### src/rtl/uart_tx_sched.sv
// Round-robin scheduler sharing one UART transmitter among up to four byte requesters.
// Define UART_TX_SCHED_FIXED_PRIO_EN for fixed lowest-index-wins priority instead.
//
// state   | meaning
// S_IDLE  | no frame in flight; grant on sched_en and any pending request
// S_ISSUE | one-cycle strobe of the granted byte to the transmitter
// S_WAIT  | frame slot counting down; count 0 is also the next grant point
module uart_tx_sched #(
    parameter int NUM_REQ    = 4,
    parameter int BPS_PARA   = 1250,
    parameter int FRAME_BITS = 10,
    parameter int GAP_CYCLES = 2
) (
    input  logic                   clk_in,
    input  logic                   rst_in,
    input  logic                   sched_en,
    input  logic [NUM_REQ-1:0]     req_valid,
    input  logic [8*NUM_REQ-1:0]   req_data,
    output logic [NUM_REQ-1:0]     req_ready,
    output logic                   tx_data_valid,
    output logic [7:0]             tx_data_in,
    output logic [1:0]             grant_id,
    output logic                   busy
);
    localparam int          FRAME_CYCLES = FRAME_BITS * BPS_PARA + GAP_CYCLES;
    localparam logic [23:0] CNT_LOAD     = 24'(FRAME_CYCLES - 2);

    generate
        if (FRAME_CYCLES >= (1 << 24) || FRAME_CYCLES < 2) begin : g_bad_frame
            $error("uart_tx_sched: FRAME_CYCLES out of range for 24-bit counter");
        end
        if (NUM_REQ < 2 || NUM_REQ > 4) begin : g_bad_num_req
            $error("uart_tx_sched: NUM_REQ must be 2..4");
        end
    endgenerate

    typedef enum logic [1:0] {
        S_IDLE,
        S_ISSUE,
        S_WAIT
    } state_t;

    state_t              r_state;
    state_t              w_state_nxt;
    logic [23:0]         r_cnt;
    logic [23:0]         w_cnt_nxt;
    logic [NUM_REQ-1:0]  r_ready;
    logic                r_valid;
    logic [7:0]          r_data;
    logic [1:0]          r_grant;
    logic                r_busy;

    logic [3:0]          w_valid_pad;
    logic [3:0][7:0]     w_bytes;
    logic                w_any;
    logic [1:0]          w_pick;
    logic                w_issue;
    logic [3:0]          w_onehot;

    always_comb begin
        w_valid_pad                = '0;
        w_valid_pad[NUM_REQ-1:0]   = req_valid;
        w_bytes                    = '0;
        w_bytes[NUM_REQ-1:0]       = req_data;
    end

    assign w_any    = |w_valid_pad;
    assign w_onehot = 4'b0001 << w_pick;

`ifdef UART_TX_SCHED_FIXED_PRIO_EN
    always_comb begin
        w_pick = 2'd0;
        for (int i = 3; i >= 0; i--) begin
            if (w_valid_pad[i]) begin
                w_pick = i[1:0];
            end
        end
    end
`else
    logic [1:0] r_ptr;

    function automatic logic [1:0] rr_pick(input logic [3:0] valid, input logic [1:0] ptr);
        logic [1:0] pick;
        logic [1:0] idx;
        logic       found;
        pick  = ptr;
        found = 1'b0;
        for (int k = 1; k <= NUM_REQ; k++) begin
            idx = 2'((int'(ptr) + k) % NUM_REQ);
            if (!found && valid[idx]) begin
                pick  = idx;
                found = 1'b1;
            end
        end
        return pick;
    endfunction

    assign w_pick = rr_pick(w_valid_pad, r_ptr);

    always_ff @(posedge clk_in) begin
        if (rst_in) begin
            r_ptr <= 2'(NUM_REQ - 1);
        end else if (w_issue) begin
            r_ptr <= w_pick;
        end
    end
`endif

    // Count 0 is the slot boundary: granting here keeps back-to-back issues exactly FRAME_CYCLES apart.
    always_comb begin
        w_state_nxt = r_state;
        w_cnt_nxt   = r_cnt;
        w_issue     = 1'b0;
        case (r_state)
            S_IDLE: begin
                w_issue = sched_en && w_any;
            end
            S_ISSUE: begin
                w_state_nxt = S_WAIT;
                w_cnt_nxt   = CNT_LOAD;
            end
            S_WAIT: begin
                if (r_cnt == 24'd0) begin
                    w_issue     = sched_en && w_any;
                    w_state_nxt = S_IDLE;
                end else begin
                    w_cnt_nxt = r_cnt - 24'd1;
                end
            end
            default: begin
                w_state_nxt = S_IDLE;
            end
        endcase
        if (w_issue) begin
            w_state_nxt = S_ISSUE;
        end
    end

    always_ff @(posedge clk_in) begin
        if (rst_in) begin
            r_state <= S_IDLE;
            r_cnt   <= '0;
            r_ready <= '0;
            r_valid <= 1'b0;
            r_data  <= 8'h00;
            r_grant <= 2'd0;
            r_busy  <= 1'b0;
        end else begin
            r_state <= w_state_nxt;
            r_cnt   <= w_cnt_nxt;
            r_ready <= w_issue ? w_onehot[NUM_REQ-1:0] : '0;
            r_valid <= w_issue;
            if (w_issue) begin
                r_data  <= w_bytes[w_pick];
                r_grant <= w_pick;
            end
            r_busy  <= (w_state_nxt != S_IDLE);
        end
    end

    assign req_ready     = r_ready;
    assign tx_data_valid = r_valid;
    assign tx_data_in    = r_data;
    assign grant_id      = r_grant;
    assign busy          = r_busy;

endmodule

### config.mk
export PLATFORM = sky130hd
export DESIGN_NAME = uart_tx_sched
export DESIGN_NICKNAME = d
export VERILOG_FILES = /design/src/rtl/uart_tx_sched.sv
export SDC_FILE = /design/constraint.sdc
export NUM_CORES = 1
export LEC_CHECK = 0
export CAP_MARGIN = 20
export CORE_UTILIZATION = 68
export DETAILED_ROUTE_END_ITERATION = 8
export DONT_BUFFER_PORTS = 1
export GPL_TIMING_DRIVEN = 1
export PLACE_DENSITY = 0.84
export SYNTH_ARGS = -nofsm -noshare
export SYNTH_HDL_FRONTEND = slang
export SYNTH_SLANG_ARGS = --single-unit
### constraint.sdc
create_clock -name clk_in -period 7 [get_ports clk_in]
set_input_delay 1.05 -clock clk_in [delete_from_list [all_inputs] [get_ports clk_in]]
set_output_delay 1.05 -clock clk_in [all_outputs]
set_load 0.02 [all_outputs]
==> metrics.md <==
| Metric | Value |
|---|---|
| First-pass GRT wire length | `9760 um` |
| Antenna fix cells | `0` |
| Number of distinct library cells after synthesis | `45` |
| Mapped Area | `approximately 2500 um^2` |
| Hold Path Class | `reg -> reg` |
| DRC viols | `0` |
| Synth Flop Type | `dfxtp_1` |
| Root buffer cell | `clkbuf_8` |
| Vias/cell | `6.94` |
| Max-cap violations | `0` |
| Fraction of layout cells with a size suffix above 1 | `5.07%` |
| Max-slew violation count | `0` |
| Final wirelength | `5820 um` |
| Post-cts resize count | `0` |
| Largest net degree at the start of global routing | `33` |
| Total power | `0.00120 W` |
| Reg clk slew, reported paths | `90 ps` |
| Area contributors post-synth | `dfxtp_1, a211oi_1, or3_1` |
| Post-synth top area cell | `dfxtp_1` |
| Period utilisation layout | `42.3%` |
| CTS tree | `done` |
| Post-synth top area share | `35.2%` |
| Most frequent cells in the layout | `dfxtp_1, a211oi_1, or3_1` |
| Final setup fails | `0` |
| Worst-Skew Late Latency | `300 ps` |
| Leak | `0.965 nW` |
| Critical path startpoint category | `primary input` |
| Clock Skew | `9.61 ps` |
| Critical Path AT | `3140 ps` |
| Setup TNS | `0 ps` |
| Port buffer count | `0` |
| Area Growth Syn to Fin | `3.35%` |
| Core area | `3440 um^2` |
| Outcome | `finished, final reports clean` |
| Nets | `between 300 and 400` |
| Seq/Total Area, Yosys | `35.2%` |
| DPL Wire Length | `4140 um` |
| Die X-Extent | `about 63 um` |
| CP Max Fanout | `20` |
| DIE AREA | `3930 um^2` |
| GRT overflow | `0` |
| Yosys reg bits | `44` |
| Initial antenna violation count | `0` |
| WP data required | `7180 ps` |
| Total GRT Usage | `30.9%` |
| Filler cells | `274` |
| Clock Sinks | `44` |
| Hold_buf cts | `0` |
| RSZ-0062 raised after global routing | `false` |
| CTS Buf Count | `5` |
| Final Hold Viols | `0` |
| Worst setup path category | `in -> reg` |
| H-tree Lvls | `2` |
| Fin crit period | `~3000 ps` |
| Synthesized instance count | `306` |
| Pwr dens | `465 nW/um^2` |
| Least-Margin Pin Slew | `1040 ps` |
| Starting Density | `72.7%` |
| Yosys warns | `0` |
| Synthesized Nets | `346` |
| Final GP Congestion | `just under 0.9` |
| Avg Cell Area, Syn | `8.18 um^2` |
| Vias in the first global route | `2147` |
| Post-synth EDFFs | `0` |
| Setup crit end kind | `flop` |
| Slew headroom | `a little under a third` |
| VDD IR max | `a little under 0.3 mV` |
| Post-route ant nets | `0` |
| Commonest non-fill, non-tap cell in the layout | `dfxtp_1` |
| Die Y | `around 63 um` |
| CTS max path bufs | `2` |
| Via count | `2374` |
| Initial DRC Count | `~280` |
| Post CTS Setup Buffer Count | `0` |
| Fmax | `338 MHz` |
| Core Rows | `21` |
| Top Ports | `55` |
| Async S/R FF share, synth | `0%` |
| Drt pass-1 iters | `4` |
| Wirelength per Cell | `17.0 um` |
==> metrics by stage <==
stage	hold slack [ps]	area, um^2	worst slack, ps	util (%)	instances
floorplan	438	2500	4640	-	306
global placement	457	2460	4040	71.6	333
detailed placement	463	2460	3810	71.6	333
CTS	476	2580	4090	75.0	341
global route	516	2590	3760	75.1	342
finish	476	2590	4040	75.1	342
==> synthesized netlist by cell type (10+ instances only) <==
library cell / number
nor2b_1: 11
and3_1: 17
nor2_1: 10
or3_1: 23
a21oi_1: 20
dfxtp_1: 44
a211oi_1: 23
nor3_1: 21
o31ai_1: 11
nand2_1: 19
o21ai_0: 15
clkbuf_1: 12
==> where the power goes <==
group	internal, W	switching [W]
registers	0.000313	0.0000837
logic	0.000214	0.000395
clock network	0.000108	0.0000907
==> flip-flops by register name (all words and copies together) (netlist names) <==
name / flops
busy: 1
r_state: 2
r_cnt: 24
r_ptr: 2
tx_data_in: 8
req_ready: 4
grant_id: 2
tx_data_valid: 1
==> cell families after synthesis <==
group	after synthesis	share of synthesized area [%]
adder cells (fa/ha/maj)	1	0.500
AND/OR/NAND/NOR	139	32.0
multiplexers	8	3.25
AO/OA/AOI/OAI	87	23.9
buffers and inverters	27	5.15
flip-flops	44	35.2
==> routing by layer <==
| layer | GRT usage [%] | vias up | routed length, um |
|---|---|---|---|
| met3 | 6.39 | 13 | 351 |
| met5 | 0 | - | 0 |
| li1 | - | 1138 | - |
| met4 | 9.30 | 0 | 99 |
| met1 | 42.1 | 1131 | 2600 |
| met2 | 48.8 | 92 | 2770 |
==> path summary, 6_finish.rpt <==
| kind | startpoint | slack, ps | cells after the start | endpoint |
|---|---|---|---|---|
| setup / recovery | req_valid[3] | 4040 | 5 | tx_data_in[3] |
| hold / removal | r_cnt[20] | 480 | 2 | r_cnt[20] |
| setup reg to reg | r_ptr[1] | 4320 | 5 | tx_data_in[3] |
| hold reg to reg | r_cnt[20] | 480 | 2 | r_cnt[20] |
==> critical path, cell delays in order <==
cell and delay [ps]:
nand2_1 50, a31oi_1 790, nand2_1 690, a211oi_1 430
o31ai_1 120
==> cell type report <==
cell class	instances	area, um^2	share of cell area [%]
clock buffer	5	68.8	2.66
clock inverter	3	47.5	1.84
inverter	7	26.3	1.02
multi-input combinational	235	1490	57.7
sequential	44	881	34.1
tap	46	57.6	2.23
timing repair buffer	2	12.5	0.484
Power figures use the tool's default switching activity.
